## src/rtl/lcd_hd44780_drv_if.sv

```systemverilog
// Register-side bus of the HD44780 LCD driver.
// The core's memory-mapped LCD register (lsu io_lcd_o) comes in on io_lcd_i,
// and busy/overrun go back to the core for a status read.
//   io_lcd_i   32  [31]=ON, [11]=overrun clear, [10]=request toggle, [9]=RS, [7:0]=DATA
//   busy_o      1  transfer or init sequence in progress
//   overrun_o   1  sticky, set when a request arrives while busy
// Modports: master = core/testbench side, slave = driver side.
interface lcd_hd44780_drv_if;
    logic [31:0] io_lcd_i;
    logic        busy_o;
    logic        overrun_o;

    modport master (output io_lcd_i, input busy_o, input overrun_o);
    modport slave  (input io_lcd_i, output busy_o, output overrun_o);
endinterface

```

## src/rtl/lcd_hd44780_drv.sv

```systemverilog
// HD44780 LCD bus driver.
// Converts toggle-bit write requests from the core's LCD register into
// HD44780 write cycles: RS/DATA setup, EN pulse, hold, then the execution wait
// the controller needs before it accepts the next command.
// Ports:
//   clk_i       clock
//   rst_ni      synchronous active-low reset
//   bus         lcd_hd44780_drv_if.slave (io_lcd_i in, busy_o/overrun_o out)
//   lcd_on_o    LCD power/backlight enable (registered copy of io_lcd_i[31])
//   lcd_en_o    HD44780 EN
//   lcd_rs_o    HD44780 RS
//   lcd_rw_o    HD44780 RW, tied low (write-only interface)
//   lcd_data_o  HD44780 DB[7:0]
// Build option: define LCD_INIT_SEQ_EN to run the power-up wait and the
// 0x38/0x0C/0x01/0x06 init sequence in hardware after reset or abort.
module lcd_hd44780_drv #(
    parameter int T_SETUP_CYC   = 2,
    parameter int T_EN_HIGH_CYC = 25,
    parameter int T_HOLD_CYC    = 2,
    parameter int T_EXEC_CYC    = 2500,
    parameter int T_CLEAR_CYC   = 82000,
    parameter int T_PWRUP_CYC   = 750000
) (
    input  logic                    clk_i,
    input  logic                    rst_ni,
    lcd_hd44780_drv_if.slave        bus,
    output logic                    lcd_on_o,
    output logic                    lcd_en_o,
    output logic                    lcd_rs_o,
    output logic                    lcd_rw_o,
    output logic [7:0]              lcd_data_o
);

    localparam int MAX_A   = (T_SETUP_CYC > T_EN_HIGH_CYC) ? T_SETUP_CYC : T_EN_HIGH_CYC;
    localparam int MAX_B   = (T_HOLD_CYC > T_EXEC_CYC) ? T_HOLD_CYC : T_EXEC_CYC;
    localparam int MAX_C   = (T_CLEAR_CYC > T_PWRUP_CYC) ? T_CLEAR_CYC : T_PWRUP_CYC;
    localparam int MAX_AB  = (MAX_A > MAX_B) ? MAX_A : MAX_B;
    localparam int MAX_CYC = (MAX_AB > MAX_C) ? MAX_AB : MAX_C;
    localparam int CW      = $clog2(MAX_CYC + 1);

    // Counter reload values: a phase lasting N cycles counts N-1 down to 0.
    localparam logic [CW-1:0] CNT_ZERO = CW'(0);
    localparam logic [CW-1:0] CNT_ONE  = CW'(1);
    localparam logic [CW-1:0] SETUP_LD = CW'(T_SETUP_CYC - 1);
    localparam logic [CW-1:0] EN_LD    = CW'(T_EN_HIGH_CYC - 1);
    localparam logic [CW-1:0] HOLD_LD  = CW'(T_HOLD_CYC - 1);
    localparam logic [CW-1:0] EXEC_LD  = CW'(T_EXEC_CYC - 1);
    localparam logic [CW-1:0] CLEAR_LD = CW'(T_CLEAR_CYC - 1);
`ifdef LCD_INIT_SEQ_EN
    localparam logic [CW-1:0] PWRUP_LD = CW'(T_PWRUP_CYC - 1);
`endif

    typedef enum logic [2:0] {
        ST_PWRUP = 3'd0,
        ST_IDLE  = 3'd1,
        ST_SETUP = 3'd2,
        ST_PULSE = 3'd3,
        ST_HOLD  = 3'd4,
        ST_EXEC  = 3'd5
    } state_t;

    state_t          state_r;
    logic [CW-1:0]   cnt_r;
    logic            req_r;       // previous value of the request toggle bit
    logic            busy_r;
    logic            overrun_r;
    logic            on_r;
    logic            en_r;
    logic            rs_r;
    logic [7:0]      data_r;
`ifdef LCD_INIT_SEQ_EN
    logic            init_run_r;
    logic [1:0]      init_idx_r;
`endif

    logic            req_s;
    logic            abort_s;
    logic            unused_s;

    // Clear/return-home commands need the long execution wait.
    function automatic logic is_slow_cmd(input logic rs, input logic [7:0] d);
        return (rs == 1'b0) && ((d == 8'h01) || (d == 8'h02) || (d == 8'h03));
    endfunction

`ifdef LCD_INIT_SEQ_EN
    // Init sequence: 8-bit 2-line, display on, clear, entry mode increment.
    function automatic logic [7:0] init_cmd(input logic [1:0] idx);
        case (idx)
            2'd0:    return 8'h38;
            2'd1:    return 8'h0C;
            2'd2:    return 8'h01;
            default: return 8'h06;
        endcase
    endfunction
`endif

    // Either edge of the toggle bit is one request.
    assign req_s    = bus.io_lcd_i[10] ^ req_r;
    // Dropping ON kills a transfer in flight; the power-up wait is left alone.
    assign abort_s  = !bus.io_lcd_i[31] && (state_r != ST_IDLE) && (state_r != ST_PWRUP);
    assign unused_s = ^{bus.io_lcd_i[30:12], bus.io_lcd_i[8]};

    assign bus.busy_o    = busy_r;
    assign bus.overrun_o = overrun_r;
    assign lcd_on_o      = on_r;
    assign lcd_en_o      = en_r;
    assign lcd_rs_o      = rs_r;
    assign lcd_rw_o      = 1'b0;
    assign lcd_data_o    = data_r;

    // Transfer FSM with phase counter, request edge detect and sticky overrun.
    always_ff @(posedge clk_i) begin
        if (!rst_ni) begin
            req_r     <= 1'b0;
            on_r      <= 1'b0;
            en_r      <= 1'b0;
            rs_r      <= 1'b0;
            data_r    <= 8'h00;
            overrun_r <= 1'b0;
`ifdef LCD_INIT_SEQ_EN
            state_r    <= ST_PWRUP;
            busy_r     <= 1'b1;
            cnt_r      <= PWRUP_LD;
            init_run_r <= 1'b0;
            init_idx_r <= 2'd0;
`else
            state_r   <= ST_IDLE;
            busy_r    <= 1'b0;
            cnt_r     <= CNT_ZERO;
`endif
        end else begin
            req_r <= bus.io_lcd_i[10];
            on_r  <= bus.io_lcd_i[31];

            // A request that arrives in the same cycle as a clear still sets.
            if (req_s && (state_r != ST_IDLE)) begin
                overrun_r <= 1'b1;
            end else if (bus.io_lcd_i[11]) begin
                overrun_r <= 1'b0;
            end else begin
                overrun_r <= overrun_r;
            end

            if (abort_s) begin
                en_r   <= 1'b0;
                rs_r   <= 1'b0;
                data_r <= 8'h00;
`ifdef LCD_INIT_SEQ_EN
                state_r    <= ST_PWRUP;
                busy_r     <= 1'b1;
                cnt_r      <= PWRUP_LD;
                init_run_r <= 1'b0;
                init_idx_r <= 2'd0;
`else
                state_r <= ST_IDLE;
                busy_r  <= 1'b0;
                cnt_r   <= CNT_ZERO;
`endif
            end else begin
                case (state_r)
                    ST_IDLE: begin
                        if (req_s && bus.io_lcd_i[31]) begin
                            rs_r    <= bus.io_lcd_i[9];
                            data_r  <= bus.io_lcd_i[7:0];
                            busy_r  <= 1'b1;
                            cnt_r   <= SETUP_LD;
                            state_r <= ST_SETUP;
                        end else begin
                            state_r <= ST_IDLE;
                        end
                    end
                    ST_SETUP: begin
                        if (cnt_r == CNT_ZERO) begin
                            en_r    <= 1'b1;
                            cnt_r   <= EN_LD;
                            state_r <= ST_PULSE;
                        end else begin
                            cnt_r <= cnt_r - CNT_ONE;
                        end
                    end
                    ST_PULSE: begin
                        if (cnt_r == CNT_ZERO) begin
                            en_r    <= 1'b0;
                            cnt_r   <= HOLD_LD;
                            state_r <= ST_HOLD;
                        end else begin
                            cnt_r <= cnt_r - CNT_ONE;
                        end
                    end
                    ST_HOLD: begin
                        if (cnt_r == CNT_ZERO) begin
                            cnt_r   <= is_slow_cmd(rs_r, data_r) ? CLEAR_LD : EXEC_LD;
                            state_r <= ST_EXEC;
                        end else begin
                            cnt_r <= cnt_r - CNT_ONE;
                        end
                    end
                    ST_EXEC: begin
                        if (cnt_r != CNT_ZERO) begin
                            cnt_r <= cnt_r - CNT_ONE;
`ifdef LCD_INIT_SEQ_EN
                        end else if (init_run_r && (init_idx_r != 2'd3)) begin
                            init_idx_r <= init_idx_r + 2'd1;
                            rs_r       <= 1'b0;
                            data_r     <= init_cmd(init_idx_r + 2'd1);
                            cnt_r      <= SETUP_LD;
                            state_r    <= ST_SETUP;
`endif
                        end else begin
`ifdef LCD_INIT_SEQ_EN
                            init_run_r <= 1'b0;
`endif
                            rs_r    <= 1'b0;
                            data_r  <= 8'h00;
                            busy_r  <= 1'b0;
                            state_r <= ST_IDLE;
                        end
                    end
                    ST_PWRUP: begin
`ifdef LCD_INIT_SEQ_EN
                        if (cnt_r == CNT_ZERO) begin
                            init_run_r <= 1'b1;
                            init_idx_r <= 2'd0;
                            rs_r       <= 1'b0;
                            data_r     <= init_cmd(2'd0);
                            cnt_r      <= SETUP_LD;
                            state_r    <= ST_SETUP;
                        end else begin
                            cnt_r <= cnt_r - CNT_ONE;
                        end
`else
                        state_r <= ST_IDLE;
                        busy_r  <= 1'b0;
`endif
                    end
                    default: begin
                        en_r    <= 1'b0;
                        rs_r    <= 1'b0;
                        data_r  <= 8'h00;
                        busy_r  <= 1'b0;
                        state_r <= ST_IDLE;
                    end
                endcase
            end
        end
    end

endmodule

```

## src/flat_wrapper.sv

```systemverilog
// flat-port wrapper written by rule: the top's interface ports become plain ports
module lcd_hd44780_drv_flat 
#(
    parameter int T_SETUP_CYC   = 2,
    parameter int T_EN_HIGH_CYC = 25,
    parameter int T_HOLD_CYC    = 2,
    parameter int T_EXEC_CYC    = 2500,
    parameter int T_CLEAR_CYC   = 82000,
    parameter int T_PWRUP_CYC   = 750000
)
  (clk_i, rst_ni, lcd_on_o, lcd_en_o, lcd_rs_o, lcd_rw_o, lcd_data_o, bus_io_lcd_i, bus_busy_o, bus_overrun_o);
  lcd_hd44780_drv_if bus_i ();
  input  logic clk_i;
  input  logic rst_ni;
  output logic lcd_on_o;
  output logic lcd_en_o;
  output logic lcd_rs_o;
  output logic lcd_rw_o;
  output logic [7:0] lcd_data_o;
  input wire logic [$bits(bus_i.io_lcd_i)-1:0] bus_io_lcd_i;
  output wire logic [$bits(bus_i.busy_o)-1:0] bus_busy_o;
  output wire logic [$bits(bus_i.overrun_o)-1:0] bus_overrun_o;
  assign bus_i.io_lcd_i = bus_io_lcd_i;
  assign bus_busy_o = bus_i.busy_o;
  assign bus_overrun_o = bus_i.overrun_o;
  lcd_hd44780_drv #(.T_SETUP_CYC(T_SETUP_CYC), .T_EN_HIGH_CYC(T_EN_HIGH_CYC), .T_HOLD_CYC(T_HOLD_CYC), .T_EXEC_CYC(T_EXEC_CYC), .T_CLEAR_CYC(T_CLEAR_CYC), .T_PWRUP_CYC(T_PWRUP_CYC)) u_core (.clk_i(clk_i), .rst_ni(rst_ni), .bus(bus_i), .lcd_on_o(lcd_on_o), .lcd_en_o(lcd_en_o), .lcd_rs_o(lcd_rs_o), .lcd_rw_o(lcd_rw_o), .lcd_data_o(lcd_data_o));
endmodule
```

## config.mk

```make
export PLATFORM = sky130hd
export DESIGN_NAME = lcd_hd44780_drv_flat
export DESIGN_NICKNAME = d
export VERILOG_FILES = /design/src/rtl/lcd_hd44780_drv_if.sv /design/src/rtl/lcd_hd44780_drv.sv /design/src/flat_wrapper.sv
export SDC_FILE = /design/constraint.sdc
export NUM_CORES = 1
export LEC_CHECK = 0
export ABC_AREA = 0
export CAP_MARGIN = 20
export CELL_PAD_IN_SITES_DETAIL_PLACEMENT = 0
export CELL_PAD_IN_SITES_GLOBAL_PLACEMENT = 1
export CORE_MARGIN = 2
export CORE_UTILIZATION = 34
export CTS_BUF_LIST = sky130_fd_sc_hd__clkbuf_2
export DETAILED_ROUTE_END_ITERATION = 10
export PLACE_DENSITY_LB_ADDON = 0.1
export SETUP_SLACK_MARGIN = 0.3
export SYNTH_ARGS = -nofsm -noshare
export SYNTH_HDL_FRONTEND = slang
export SYNTH_SLANG_ARGS = --single-unit
export TNS_END_PERCENT = 30
```

## constraint.sdc

```tcl
create_clock -name clk_i -period 2.15 [get_ports clk_i]
set_clock_uncertainty 0.15 [all_clocks]
set_input_delay 0.3225 -clock clk_i [delete_from_list [all_inputs] [get_ports clk_i]]
set_output_delay 0.3225 -clock clk_i [all_outputs]
set_load 0.02 [all_outputs]
```

After elaboration in Yosys (flattened, before gate mapping) --
Index checks and enable logic that the tools add are counted.
Cells by class: add/subtract/negate cells 1, $mul 0, div/mod/pow operators 0, magnitude comparators 0, eq/ne operators 15, shift operators 0, mux-type cells 26, bitwise logic cells 6, reductions and logical operators 23
Operators by type and width (count):
- two-way mux 20 bit | 5
- case mux 20 bit (5 select lines) | 1
- case mux 8 bit (3 select lines) | 1
- zero test 20 bit | 1
- nonzero test 20 bit | 1
- subtractor 20 x 1 -> 20 bit (second input constant) | 1
- two-way mux 17 bit | 1
- == test 8 x 2 -> 1 bit (second input constant) | 2
- two-way mux 8 bit | 2
- case mux 3 bit (5 select lines) | 1
- two-way mux 3 bit | 4
- AND reduction 3 bit | 4
- != test 2 x 1 -> 1 bit (second input constant) | 5
- case mux 1 bit (3 select lines) | 3
- == test 8 x 1 -> 1 bit (second input constant) | 1
- OR reduction 4 bit | 2
- two-way mux 1 bit | 7
- == test 3 x 2 -> 1 bit (second input constant) | 2
- == test 3 bit (second input constant) | 2
- logical AND 1 bit | 5
- inverter 1 bit | 5
- nonzero test 5 bit | 1
- AND reduction 4 bit | 1
- == test 3 x 1 -> 1 bit (second input constant) | 1
- other kinds (11) | 12
Word-level totals: register bits after elaboration 37, bits in latches 0, RAM bits 0, bits in read-only memories 0, input bits 34, output and inout bits 14, word-level logic and storage cells 80, memories kept 0

Logic depth before layout (Yosys ltp) --
depth in word-level cells 7, mapped depth 9, gate-level depth less buffers 8

Least setup slack after synthesis --
Ideal clock, no wire load.
path type reg-to-reg, from register u_core.cnt_r[9], to register u_core.cnt_r[3], setup time 117 ps, arrival 2089 ps, data required time 1883 ps, setup slack -206 ps, cell stages (with the launch flop) 9, path buffers 2, period minus slack after synthesis 2356 ps, cells stage by stage dfxtp_1 > or4_4 > or3_1 > buf_6 > nor3_4 > or2_1 > buf_6 > a21oi_1 > o22a_1
On the way: word-level cells in the longest chain between the ends 3, elaborated cells between the ends (all ways) 8, classes of those cells 1 x eq/ne; 4 x mux; 3 x reduce/logical
RTL lines:
- start: declaration | RTL line lcd_hd44780_drv.sv:63 | logic [CW-1:0] cnt_r;
- start signal: assignment | RTL line lcd_hd44780_drv.sv:178 | cnt_r <= cnt_r - CNT_ONE;
- start signal: assignment | RTL line lcd_hd44780_drv.sv:187 | cnt_r <= cnt_r - CNT_ONE;
- start signal: assignment | RTL line lcd_hd44780_drv.sv:192 | cnt_r <= is_slow_cmd(rs_r, data_r) ? CLEAR_LD : EXEC_LD;
- zero test 20 bit or nonzero test 20 bit (tied branches)
- two-way mux 20 bit (tied with other cells) | RTL line lcd_hd44780_drv.sv:191 | if (cnt_r == CNT_ZERO) begin
- case mux 20 bit (5 select lines) or AND reduction 3 bit (tied branches)
Parallel ways exist; a longest one is shown, timed or not. A chain may end at the register's enable or synchronous reset.

Final worst setup path --
from register u_core.cnt_r[11], to register u_core.cnt_r[18]
On the way: word-level cells in the longest chain between the ends 3, elaborated cells between the ends (all ways) 10, classes of those cells 1 x add/sub; 1 x eq/ne; 5 x mux; 3 x reduce/logical
RTL lines:
- subtractor 20 x 1 -> 20 bit (tied with other cells)
- two-way mux 20 bit (tied with other cells) | RTL line lcd_hd44780_drv.sv:199 | if (cnt_r != CNT_ZERO) begin
- case mux 20 bit (5 select lines) or AND reduction 3 bit (tied branches)
Parallel ways exist; a longest one is shown, timed or not. The select of a mux whose other input is x is not followed.

==> impl_metrics.toml <==
[status]
outcome = "finished with violations"
violations = "negative setup slack"

[power]
vdd_ir_drop_max_v = 0.001170
p_comb_frac = 0.779
power_frac_seq = 0.170
p_sw_w = 0.002658
p_int_w = 0.003403
power.share.switching = 0.4386
clockPowerShare = 0.051
total_power_w = 0.006061
power_density_mw_per_mm2 = 1995
leakage_nw = 1.291

[yosys]
synth_area_leader_cell = "dfxtp_1"
syn_area_sq_mm = 0.002011
async_flop_share = 0
yosysSeqAreaShare = 0.3684
synth_flop_cell = "dfxtp_1"
syn_inst = 244
syn_area_per_cell_sq_um = 8.240
synth_top_area_frac = 0.3684
synth_nets = 280
synthTopCellsByArea = "dfxtp_1 37%, nor2_1 6.5%, a22oi_1 4.1%, xnor2_1 3.9%, o21ai_0 3.2%"
ys_ff_latch = 37
synth_edf_count = 0
yosys_warnings = 0
synth_cell_types = 56

[setup_path]
cp_max_fo = 3
path_class = "reg2reg"
critPathArrivalTime_ns = 2.60
end_kind = "flip-flop"
critPathLaunchType = "flip-flop"
cp.required_ns = 2.32

[grt]
antenna_found_initial = 0
grt_pass1_vias = 1946
grt_pass1_wl_microns = 9218
grt_use_total = 0.1847
grt_max_degree = 12
overflow = 0

[finish]
antennaDiodeCount = 0
drive_gt1_frac = 0.3373
area_growth_pct = 51.09
n_fill_cell = 617
nets = 373
multi_input_area_sq_mm = 0.001318
regArea_sq_um = 744.5

[placed_design]
place.gp.congestion = 0.7974
dp_slack_ns = -0.2898
portBuffers = 26
hpwl_microns = 4422

[floorplanning]
die-area_sq_mm = 0.006545
core_sq_mm = 0.005816
dieWidth_microns = 80.90
placementRows = 28
initial_core_util = 0.3457
pin_count = 48
die_y_microns = 80.90

[route]
dr.pass1.iters = 4
ant_nets = 0
post_drt_via_cell_ratio = 5.107
routed_wl_microns = 5867
drcViolationCount = 0
wl_per_cell_microns = 14.21
drt-initial-drc-count = 61
dr_total_vias = 2109

[sta]
fin_crit_ns = 2.429
setup_viol = 34
worst_slack_ns = -0.2795
fin_crit_sh = 1.130
slew_viol_final = 0
rsz0062_at_grt = "true"
fmax_mhz = 411.6
setup_tns_ns = -6.734
hold_violations = 0

[clock_tree]
cts_hold_buf = 0
clk_pin_slew_worst_paths_ns = 0.20
clkSinkCount = 37
clock-root-buffer = "clkbuf_2"
cts_tree = "built"
htree_levels = 2
cts_buffers = 5
clockBufferDepth = 2
clock_latency_ns = 0.39

[job]
drv_cap = 0

[min_path]
hold_class = "in2reg"
==> cell usage in the layout, fill, tap and decap left out, types with 7 or more instances in the layout <==
| cell | count |
|---|---|
| nor2_1 | 34 |
| xnor2_1 | 8 |
| a21oi_1 | 10 |
| nand2_1 | 14 |
| buf_4 | 64 |
| dfxtp_1 | 34 |
| dlygate4sd2_1 | 12 |
| o21ai_0 | 10 |
| clkdlybuf4s50_1 | 13 |
| a22oi_2 | 7 |
| nor3_1 | 8 |
==> final cells by class <==
type | instances | share of cell area
multi-input cells | 191 | 0.4337
repair buffers | 96 | 0.2706
flip-flops and latches | 37 | 0.2451
well taps | 75 | 0.03089
clock buffers | 5 | 0.008237
inverters | 6 | 0.007414
clock inverters | 3 | 0.004119
==> through the flow <==
step	util	hold slack (ns)	instances	cell area [sq um]
after floorplan	-	0.2942	244	2027
after global placement	0.4862	0.3503	401	2828
after detailed placement	0.4862	0.3596	401	2828
after CTS	0.4978	0.3638	411	2895
after global routing	0.5224	0.3566	413	3038
final	0.5224	0.3845	413	3038
==> per-layer routing <==
metal | global-route usage | up-vias | part of all wire
li1 | - | 1079 | -
met1 | 0.2173 | 991 | 0.43
met2 | 0.3372 | 34 | 0.53
met3 | 0.03889 | 5 | 0.031
met4 | 0.05085 | 0 | 0.011
met5 | 0 | - | 0
==> cell families (layout without fill, tap and decap cells) <==
family          after synthesis  after routing  synth area share
other cells                   1              1          0.001865
flops                        37             37            0.3684
buf+inv                      17            110           0.04542
compound gates               66             67            0.2178
xor+xnor                     10             10           0.04356
simple gates                111            111            0.3105
fa+ha+maj                     2              2           0.01244
==> flip-flops by register name, indices dropped and copies added (netlist names) <==
register	cells
u_core.lcd_data_o	8
u_core.lcd_on_o	1
u_core.state_r	3
u_core.cnt_r	20
u_core.bus.overrun_o	1
u_core.lcd_en_o	1
u_core.req_r	1
u_core.bus.busy_o	1
u_core.lcd_rs_o	1
==> Yosys cell counts, types with 2 or more instances <==
library cell / n
a211oi_1: 3
a21oi_1: 12
a22oi_1: 11
a31oi_1: 4
and2_1: 2
buf_6: 3
clkbuf_1: 6
dfxtp_1: 37
ha_1: 2
inv_1: 6
nand2_1: 16
nand2b_1: 5
nand3_1: 4
nor2_1: 35
nor2b_1: 6
nor3_1: 8
nor3_4: 2
nor4_1: 9
o211ai_1: 2
o21ai_0: 13
o21ai_1: 2
o22ai_1: 3
o31ai_1: 4
or2_2: 2
or3_1: 6
or4_1: 3
xnor2_1: 9
==> worst max-delay path, cell delays in order, from the launching register on <==
cell and delay, ns:
dfxtp_2 0.36, or4_4 0.55, or3_4 0.35, or4_1 0.43
nor4_2 0.18, buf_4 0.17, xnor2_2 0.10, nor2_1 0.06
==> power groups by stage <==
stage          logic, W  registers, W  clock network, W
2_1_floorplan   0.00223       0.00109                 0
3_3_place_gp    0.00395       0.00104                 0
5_1_grt         0.00506       0.00106          0.000361
3_5_place_dp    0.00396       0.00104                 0
4_1_cts         0.00421       0.00102          0.000330
6_report        0.00472       0.00103          0.000312
==> path summary, 6_finish.rpt <==
path	to	slack, ns	start	cells past startpoint
max	u_core.cnt_r[18]	-0.28	u_core.cnt_r[11]	7
min	u_core.req_r	0.38	bus_io_lcd_i[10]	2
max reg2reg	u_core.cnt_r[18]	-0.28	u_core.cnt_r[11]	7
min reg2reg	u_core.bus.busy_o	0.39	u_core.bus.busy_o	2
==> timing repair <==
| item | CTS | global route |
|---|---|---|
| buffers inserted | 2 | 1 |
| gates resized for setup | 19 | 28 |
| pin swaps | 4 | 12 |
| setup endpoints to repair | 46 | 35 |
| gates cloned | 0 | 1 |
(Power assumes the default switching activity.)
